$ cat src/rtl/pc_gen.sv
// Fetch program counter: valid/ready handshake, redirect, stall and debug reset.
// Optional return-address stack is compiled in when PC_GEN_RAS_EN is defined.
module pc_gen #(
  parameter int unsigned       ADDR_W     = 32,
  parameter logic [ADDR_W-1:0] RESET_ADDR = {ADDR_W{1'b0}},
  parameter int unsigned       STEP       = 4,
  parameter int unsigned       RAS_DEPTH  = 4
) (
  input  logic              clk,
  input  logic              rst,
  input  logic              jtag_reset_i,
  input  logic              redirect_i,
  input  logic [ADDR_W-1:0] redirect_addr_i,
  input  logic              hold_i,
  input  logic              fetch_ready_i,
  output logic              fetch_valid_o,
  output logic [ADDR_W-1:0] fetch_addr_o,
  output logic              epoch_o,
  input  logic              ras_push_i,
  input  logic [ADDR_W-1:0] ras_push_addr_i,
  input  logic              ras_pop_i,
  output logic              ras_empty_o
);

  localparam int unsigned       ALIGN_W    = $clog2(STEP);
  localparam logic [ADDR_W-1:0] ALIGN_MASK = {ADDR_W{1'b1}} << ALIGN_W;
  localparam logic [ADDR_W-1:0] STEP_INC   = ADDR_W'(STEP);

  logic              w_any_rst;
  logic              r_in_reset;
  logic [ADDR_W-1:0] r_pc;
  logic [ADDR_W-1:0] w_pc_next;
  logic              r_epoch;
  logic              w_pop_ok;
  logic [ADDR_W-1:0] w_ras_top;

  assign w_any_rst     = rst | jtag_reset_i;
  assign fetch_valid_o = ~hold_i & ~r_in_reset;
  assign fetch_addr_o  = r_pc;
  assign epoch_o       = r_epoch;

  // Reset-tracking flop: masks the request for one cycle after any reset source.
  always_ff @(posedge clk) begin
    r_in_reset <= w_any_rst;
  end

  // Next-PC selection; redirect and RAS pop win over a stall.
  always_comb begin
    w_pc_next = r_pc;
    if (w_any_rst) begin
      w_pc_next = RESET_ADDR;
    end else if (redirect_i) begin
      w_pc_next = redirect_addr_i & ALIGN_MASK;
    end else if (w_pop_ok) begin
      w_pc_next = w_ras_top & ALIGN_MASK;
    end else if (hold_i) begin
      w_pc_next = r_pc;
    end else if (fetch_valid_o & fetch_ready_i) begin
      w_pc_next = r_pc + STEP_INC;
    end else begin
      w_pc_next = r_pc;
    end
  end

  // PC and epoch registers.
  always_ff @(posedge clk) begin
    r_pc <= w_pc_next;
    if (w_any_rst) begin
      r_epoch <= 1'b0;
    end else if (redirect_i) begin
      r_epoch <= ~r_epoch;
    end else begin
      r_epoch <= r_epoch;
    end
  end

`ifdef PC_GEN_RAS_EN
  localparam int unsigned      PTR_W    = $clog2(RAS_DEPTH);
  localparam logic [PTR_W:0]   CNT_FULL = (PTR_W + 1)'(RAS_DEPTH);
  localparam logic [PTR_W:0]   CNT_ZERO = {(PTR_W + 1){1'b0}};
  localparam logic [PTR_W:0]   CNT_ONE  = (PTR_W + 1)'(1);
  localparam logic [PTR_W-1:0] PTR_ZERO = {PTR_W{1'b0}};
  localparam logic [PTR_W-1:0] PTR_ONE  = PTR_W'(1);

  logic [ADDR_W-1:0] r_ras [RAS_DEPTH];
  logic [PTR_W-1:0]  r_top;
  logic [PTR_W:0]    r_cnt;
  logic              w_ras_live;
  logic              w_push;

  // Reset and redirect both suppress any stack activity in that cycle.
  assign w_ras_live  = ~w_any_rst & ~redirect_i;
  assign w_pop_ok    = ras_pop_i & (r_cnt != CNT_ZERO) & w_ras_live;
  assign w_push      = ras_push_i & w_ras_live;
  assign w_ras_top   = r_ras[r_top];
  assign ras_empty_o = (r_cnt == CNT_ZERO);

  // Top pointer and occupancy; a full push wraps onto the oldest slot.
  always_ff @(posedge clk) begin
    if (w_any_rst) begin
      r_top <= PTR_ZERO;
      r_cnt <= CNT_ZERO;
    end else if (w_push & w_pop_ok) begin
      r_top <= r_top;
      r_cnt <= r_cnt;
    end else if (w_push) begin
      r_top <= r_top + PTR_ONE;
      r_cnt <= (r_cnt == CNT_FULL) ? CNT_FULL : r_cnt + CNT_ONE;
    end else if (w_pop_ok) begin
      r_top <= r_top - PTR_ONE;
      r_cnt <= r_cnt - CNT_ONE;
    end else begin
      r_top <= r_top;
      r_cnt <= r_cnt;
    end
  end

  // Entry storage; push-with-pop replaces the current top in place.
  always_ff @(posedge clk) begin
    if (w_push & w_pop_ok) begin
      r_ras[r_top] <= ras_push_addr_i;
    end else if (w_push) begin
      r_ras[r_top + PTR_ONE] <= ras_push_addr_i;
    end
  end
`else
  logic w_unused;

  assign w_unused    = ^{ras_push_i, ras_push_addr_i, ras_pop_i, 32'(RAS_DEPTH)};
  assign w_pop_ok    = 1'b0;
  assign w_ras_top   = r_pc;
  assign ras_empty_o = 1'b1;
`endif

endmodule

$ cat config.mk
export PLATFORM = sky130hd
export DESIGN_NAME = pc_gen
export DESIGN_NICKNAME = d
export VERILOG_FILES = /design/src/rtl/pc_gen.sv
export SDC_FILE = /design/constraint.sdc
export NUM_CORES = 1
export LEC_CHECK = 0
export ABC_AREA = 1
export BUFFER_PORTS_ARGS = -buffer_cell sky130_fd_sc_hd__buf_2
export CAP_MARGIN = 40
export CORE_MARGIN = 2
export CORE_UTILIZATION = 48
export CTS_BUF_LIST = sky130_fd_sc_hd__clkbuf_4 sky130_fd_sc_hd__clkbuf_8
export DETAILED_ROUTE_END_ITERATION = 8
export PLACE_DENSITY_LB_ADDON = 0.2
export SYNTH_ARGS = -nofsm -noshare
export SYNTH_HDL_FRONTEND = slang
export SYNTH_SLANG_ARGS = --single-unit
$ cat constraint.sdc
create_clock -name clk -period 1.8 [get_ports clk]
set_clock_uncertainty 0.2 [all_clocks]
set_input_delay 0.27 -clock clk [delete_from_list [all_inputs] [get_ports clk]]
set_output_delay 0.27 -clock clk [all_outputs]
set_load 0.01 [all_outputs]
After elaboration in Yosys (flattened, before gate mapping)

Cells that the tools add are included.
W data, S select, Z words.

Bitwise operators: 6
Mux-type cells: 3
Add/sub/neg operators: 1
Reduce and logical (&&, ||, !) cells: 4
Eq/ne operators: 1

Operators with widths:

| cell                    | number |
|---|---|
| $mux W32                | 3 |
| $add A32 B3 Y32 const B | 1 |
| $reduce_and A2 Y1       | 2 |
| $not A1 Y1              | 3 |
| $and A1 B1 Y1           | 2 |
| $ne A2 B2 Y1 const B    | 1 |
| $reduce_bool A2 Y1      | 1 |
| $reduce_or A2 Y1        | 1 |
| $or A1 B1 Y1            | 1 |

Output and inout port bits: 35
Logic and storage cells: 19
Register bits after elaboration: 34
Input bits: 72

Logic depth before layout (Yosys ltp)

Gate-level depths: netlist (run 1).

Depth after elaboration: 6
Mapped depth: 10
Mapped depth without buffers: 10

Least setup slack after synthesis (run 1)

No wires, ideal clock.

Path kind: reg2reg
Start point: reg r_pc[2] (netlist: fetch_addr_o[2])
End point: reg r_pc[26] (netlist: fetch_addr_o[26])
Data required time: 1.470 ns
Cell stages (with the launch flop): 11
Arrival: 1.320 ns
Clock period less this slack: 1.650 ns
Slack: 0.150 ns
Setup time: 0.130 ns
Path through: dfxtp_1 > ha_1 > nand2_1 > nor2_4 > nand2_4 > nor2_4 > nand2_1 > nand2_1 > nand3_1 > nand2_1 > a21oi_2

Longest elaborated chain between the ends: 4

RTL lines:

| element                  | RTL line | RTL |
|---|---|---|
| start: declaration       | 31       | `logic [ADDR_W-1:0] r_pc;` |
| start signal: assignment | 67       | `r_pc <= w_pc_next;` |
| $add A32 B3 Y32          | 59       | `w_pc_next = r_pc + STEP_INC;` |
| $mux W32                 | 58       | `end else if (fetch_valid_o & fetch_ready_i) begin` |
| $mux W32                 | 56       | `end else if (hold_i) begin` |
| $mux W32                 | 52       | `end else if (redirect_i) begin` |

No other way between the ends. The select of a mux whose other input is x is not followed.
A chain may end at the register's enable or synchronous reset.

Worst setup path after layout (run 1)

Start point: reg r_pc[2] (netlist: fetch_addr_o[2])
End point: reg r_pc[19] (netlist: fetch_addr_o[19])

Same word-level chain as after synthesis.

==> key figures, run 1 <==
Detailed routing
  – Routed vias/inst: approximately 5.0
  – Number of routed nets with antenna violations: 0
  – DRC: 0
  – Routed WL: 5.91 mm
  – Vias after detailed routing: 2394
  – Drt first pass iters: 4
  – DR iter-0 viols: 121
  – Routed wire per std cell: 12.4 um

Synth
  – Mean area per synthesized cell: 6.17 sq um
  – Warnings, synthesis: 0
  – Synth cell types: 30
  – Synth area leaders: dfxtp_1 30%, nand2_1 17%, nor2_1 6.8%, nand3_1 6.5%, inv_1 6.2%
  – Seq/Total Area, Yosys: 0.296
  – Synthesized area: ~2200 sq um
  – Seq cells post-synth: 32
  – Gate Count Post-Synth: 351
  – Yosys top cell area share: 0.296
  – Yosys top cell by area: dfxtp_1

Run
  – MaxCap Viol Count: 0

Die
  – Die height: 71.2 um
  – CORE AREA: 4350 sq um
  – Num ports: around 110
  – Die width: between 70 and 80 um
  – Initial core utilization: 0.497
  – Die area: 5060 sq um
  – Row count: 24

Setup path
  – CP Buf/Inv Count: 4
  – Max incr delay on CP: around 0.37 ns
  – CP arrival: 1.70 ns
  – Startpoint Class: register
  – CP required: 1.79 ns
  – Worst Setup End Kind: register
  – Worst path cell trace: buf_4 > nand3_1 > inv_1 > nand2_2 > nor2_4 > inv_2 > o21ai_1 > nand2_1 > o21ai_1 > inv_1
  – CP top delay family: simple AND/OR/NAND/NOR gates
  – Crit path max fanout: 5
  – CP Launch Point: fetch_addr_o[2]$_SDFFE_PP0P_
  – Kind of critical path: register to register
  – FF-to-FF Start: fetch_addr_o[2]$_SDFFE_PP0P_
  – Worst path slowest cell: dfxtp_2

Clock network
  – CTS H-Tree Depth: 2
  – CTS root buffer: clkbuf_8
  – Cts bufs inserted: 5
  – Number of hold buffers added after cts: 0
  – Max clock buf depth: 2
  – Clk sink count: 32
  – CTS tree: built
  – Clock slew at reported path FFs: 0.07 ns
  – Clock latency at the later pin of the worst-skew pair: between 0.2 and 0.3 ns

Final layout
  – Share of post-route cells with drive strength above 1: 0.300
  – Diodes inserted: 0
  – Area Growth Syn to Fin: 25.3%
  – Layout fillers: 421
  – Final nets: between 400 and 500
  – Final Instance Area: ~2700 sq um

STA
  – Setup_tns: 0 ns
  – RSZ-0062 raised after global routing: false
  – Clock period minus worst slack: ~1.7 ns
  – Max-slew violation total from the final report: 0
  – Fmax: 586 MHz
  – Final setup vio count: 0
  – Period utilization: 0.949
  – Hold slack: 0.0414 ns
  – Hold Fails Final Rpt: 0

GRT
  – GRT overflow: 0
  – Total GRT Usage: 0.245
  – Vias in the first global route: 2229
  – First-pass GRT wire length: 9.85 mm
  – Largest net degree at the start of global routing: 26
  – Initial antenna violation count: 0

Placement
  – Port bufs: 67
  – GPL Wtd Cong: just under 0.9
  – Detailed placement HPWL: 4.38 mm
  – DP Area: 2570 sq um

Hold path
  – Worst Hold Launch: redirect_addr_i[15]
  – HP Class: input port to register

Power and ir drop
  – P_leak: 0.00120 uW
  – Power density cells: slightly below 600 nW/um^2
  – Max VDD drop: 0.350 mV
  – Total power: roughly 1600 uW

Status
  – Status: complete, no violations
[kinds of logic after synthesis]
logic type	Yosys count	synth area share
AO/OA/AOI/OAI	54	0.140
XOR/XNOR	9	0.0364
adder cells (fa/ha/maj)	1	0.00578
buffers and inverters	55	0.106
flip-flops	32	0.296
other	2	0.00347
AND/OR/NAND/NOR	198	0.412
[per-stage QoR]
step / instances / setup WS, ns / util
floorplan: 352 / 0.150 / -
global placement: 468 / 0.121 / 0.591
detailed placement: 468 / 0.104 / 0.591
CTS: 476 / 0.0864 / 0.613
global route: 478 / 0.000758 / 0.623
finish: 478 / 0.0926 / 0.623
[per-layer routing]
layer  GRT usage  share of wire  up-vias
li1            -              -     1256
met1       0.316           0.47     1051
met2       0.405           0.46       82
met3      0.0513          0.068        5
met4      0.0881         0.0091        0
met5           0              0        -
[power breakdown]
group	internal, uW	leakage [uW]	switching [uW]
combinational	97.4	0.000887	127
sequential	735	0.000263	30.8
clock	342	0.0000523	271
total	1170	0.00120	428
[worst register-to-register path, delay by kind of cell (launching register included)]
family	cells	cell delay, ns
AND/OR/NAND/NOR	4	0.46
AO/OA/AOI/OAI	2	0.25
buffers and inverters	4	0.33
flip-flops	1	0.37
[sequential cells by signal, summed over array words and instances (netlist names)]
signal        cells
r_in_reset        1
epoch_o           1
fetch_addr_o     30
[final cells by class]
type,count,area (sq um),area share
Clock buffer,8,97.6,0.0360
Sequential cell,32,647,0.238
Timing Repair Buffer,79,425,0.157
Tap cell,52,65.1,0.0240
Inverter,42,158,0.0581
Multi-Input combinational cell,265,1320,0.487
[path summary, 6_finish.rpt]
check                                        to  slack, ns  cells past startpoint
hold / removal    fetch_addr_o[15]$_SDFFE_PP0P_       0.04                      3
setup / recovery  fetch_addr_o[19]$_SDFFE_PP0P_       0.09                     10
hold reg to reg   fetch_addr_o[30]$_SDFFE_PP0P_       0.30                      2
setup reg to reg  fetch_addr_o[19]$_SDFFE_PP0P_       0.09                     10
[cell usage in the layout (no fill, tap or decap), types with 3 or more instances in the layout]
cell type / n
dfxtp_2: 5
dfxtp_1: 27
a22o_1: 4
xnor2_1: 3
nand2_2: 6
buf_4: 12
inv_2: 6
conb_1: 3
xor2_1: 6
nand3_1: 28
a31oi_1: 8
o21ai_0: 17
nor3_1: 6
nor2_4: 5
o21ai_1: 3
nand2_1: 98
clkbuf_8: 6
nor2_1: 38
nor2_2: 9
buf_2: 67
a21oi_1: 20
inv_1: 36
[synthesized netlist by cell type, drive strengths merged]
cell	n
dfxtp	32
a21oi	22
buf	9
a31oi	8
o21ai	20
xnor2	3
conb	2
xor2	6
nor3	8
a22o	4
inv	42
ha	1
or2	2
nand3	29
nand2	106
nor4	1
clkbuf	4
nor2	52
[repair_timing]
item                                    4_1_cts  5_1_grt
endpoints found under the setup margin        0        9
gates resized for setup                       0       10
setup buffers                                 0        2
Note: power is estimated with default switching activity, not from simulation.
==> inputs of run 2 (changes only) <==
- CORE_ASPECT_RATIO: not set -> 1.2
==> key figures, run 2 (same netlist as run 1, synthesis figures left out) <==
GRT
  – Vias in the first global route: 2116 (-5.1%)
  – Initial antenna violation count: 0 (unchanged)
  – Largest net degree at the start of global routing: 26 (unchanged)
  – GRT overflow: 0 (unchanged)
  – Total GRT Usage: 0.242 (-0.00296)
  – First-pass GRT wire length: 9.67 mm (-1.8%)

Die
  – Die height: 77.6 um (+9.0%)
  – Row count: 26 (+8.3%)
  – Num ports: 107 (unchanged)
  – Die width: 65.3 um (-8.2%)
  – Die area: 5060 sq um (about the same)
  – CORE AREA: 4290 sq um (-1.4%)
  – Initial core utilization: 0.504 (+0.00695)

Power and ir drop
  – Power density cells: 616 nW/um^2 (+4.3%)
  – Max VDD drop: 0.370 mV (+5.6%)
  – P_leak: 0.00123 uW (+2.0%)

Setup path
  – Reg2reg path depth: 9 (-1)
  – FF-to-FF Start: fetch_addr_o[3]$_SDFFE_PP0P_
  – CP top delay family: simple AND/OR/NAND/NOR gates
  – Worst path depth: 9 (-1)
  – Startpoint Class: register
  – Critical Path Sink: fetch_addr_o[20]$_SDFFE_PP0P_
  – Crit path max fanout: 5 (unchanged)
  – Worst path slowest cell: dfxtp_2
  – R2r endpoint: fetch_addr_o[20]$_SDFFE_PP0P_
  – Worst path cell trace: ha_4 > nand2_2 > nor2_4 > nand2_4 > nor2_4 > nand2_1 > nand2_1 > nand3_1 > a31oi_1
  – Kind of critical path: register to register
  – Worst Setup End Kind: register
  – CP Buf/Inv Count: 0 (-4)
  – Max incr delay on CP: 0.36 ns (about the same)
  – CP arrival: 1.74 ns (+0.04 ns)
  – R2R setup slack: 0.07 ns (-0.03 ns)
  – CP Launch Point: fetch_addr_o[3]$_SDFFE_PP0P_
  – CP required: 1.81 ns (+0.02 ns)

Placement
  – Port bufs: 67 (unchanged)
  – GPL Wtd Cong: 0.953 (+8.0%)
  – DP Area: 2590 sq um (+0.78%)
  – Detailed placement HPWL: 4.36 mm (-0.52%)

Detailed routing
  – Drt first pass iters: 6 (+2)
  – Routed vias/inst: 4.91 (-1.9%)
  – Routed WL: 5.89 mm (-0.29%)
  – Routed wire per std cell: 12.1 um (-1.7%)
  – DR iter-0 viols: 151 (+25%)
  – DRC: 0 (unchanged)
  – Vias after detailed routing: 2382 (-0.50%)
  – Number of routed nets with antenna violations: 0 (unchanged)

STA
  – Period utilization: 0.963 (+0.0141)
  – Fmax: 577 MHz (-1.5%)
  – Max-slew violation total from the final report: 0 (unchanged)
  – Hold Fails Final Rpt: 0 (unchanged)
  – Clock period minus worst slack: 1.73 ns (+0.0253 ns)
  – Final setup vio count: 0 (unchanged)

Final layout
  – Final nets: 501 (+0.60%)
  – Max reg flops: 30 (unchanged)
  – Final Core Density: 0.642 (+0.0192)
  – Layout fillers: 456 (+8.3%)
  – Share of post-route cells with drive strength above 1: 0.312 (+0.0119)
  – Final Instance Area: 2760 sq um (+1.7%)
  – Commonest cells after routing, fill and taps aside: 98 x nand2_1, 67 x buf_2, 38 x nor2_1, 36 x inv_1, 28 x nand3_1
  – Area Growth Syn to Fin: 27.4%
  – Commonest non-fill, non-tap cell in the layout: nand2_1
  – Diodes inserted: 0 (unchanged)

Status
  – Status: complete, no violations

Run
  – MaxCap Viol Count: 0 (unchanged)

Clock network
  – Clock slew at reported path FFs: 0.07 ns (about the same)
  – Max clock buf depth: 2 (unchanged)
  – CTS H-Tree Depth: 2 (unchanged)
  – CTS tree: built
  – Cts bufs inserted: 5 (unchanged)
  – CTS root buffer: clkbuf_8
  – Number of hold buffers added after cts: 0 (unchanged)
  – Clock latency at the later pin of the worst-skew pair: 0.29 ns (about the same)
  – Clk sink count: 32 (unchanged)

Hold path
  – Worst hold path depth: 3 (unchanged)
  – Worst Hold Launch: redirect_addr_i[3]
  – HP Class: input port to register
## run 2: how the worst min path moves through the flow
stage               slack, ns                             to
floorplan                0.23   fetch_addr_o[3]$_SDFFE_PP0P_
global placement         0.29  fetch_addr_o[30]$_SDFFE_PP0P_
detailed placement       0.29  fetch_addr_o[30]$_SDFFE_PP0P_
CTS                      0.03  fetch_addr_o[15]$_SDFFE_PP0P_
global route             0.03   fetch_addr_o[3]$_SDFFE_PP0P_
finish                   0.03   fetch_addr_o[3]$_SDFFE_PP0P_
## run 2: what timing repair did
| action | in CTS | in global routing |
|---|---|---|
| resized for setup | 0 | 13 |
| setup endpoints to repair | 0 | 11 |
| hold endpoints to repair | 0 | 0 |
| setup buffers | 0 | 3 |
## run 2: where the power goes
group | internal, uW | total [uW] | switching [uW] | leakage (uW)
registers | 735 | 764 | 28.7 | 0.000265
logic | 99.6 | 227 | 127 | 0.000903
clock network | 426 | 709 | 283 | 0.0000586
total | 1260 | 1700 | 439 | 0.00123
## run 2: worst reg2reg max path, stage by stage (launching register included)
cell	delay [ns]
dfxtp_2	0.36
ha_4	0.14
nand2_2	0.07
nor2_4	0.20
nand2_4	0.09
nor2_4	0.16
nand2_1	0.08
nand2_1	0.06
nand3_1	0.08
a31oi_1	0.21
## run 2: layer usage
metal  share of wire  routed length (um)  track usage  vias up
li1                -                   -            -     1267
met5               0                   0            0        -
met4           0.014                  85       0.0729        0
met2            0.51                2980        0.424       63
met3           0.055                 324       0.0406       10
met1            0.42                2500        0.300     1042
## run 2: layout make-up
class / instances / area, sq um / area share
multi-input cells: 265 / 1320 / 0.479
flip-flops and latches: 32 / 651 / 0.236
repair buffers: 82 / 448 / 0.162
inverters: 42 / 158 / 0.0572
clock buffers: 6 / 76.3 / 0.0277
well taps: 56 / 70.1 / 0.0254
clock inverters: 2 / 35.0 / 0.0127
## run 2: metrics by stage
stage / std cells / setup TNS [ns] / hold WS (ns) / power (uW) / worst slack (ns)
final: 485 / 0 / 0.0335 / 1700 / 0.0673
after global routing: 485 / -0.0287 / 0.0327 / 1780 / -0.0287
after CTS: 482 / 0 / 0.0343 / 1710 / 0.0281
after detailed placement: 474 / 0 / 0.292 / 1000 / 0.0445
after global placement: 474 / 0 / 0.287 / 997 / 0.106
after floorplan: 352 / 0 / 0.233 / 904 / 0.150
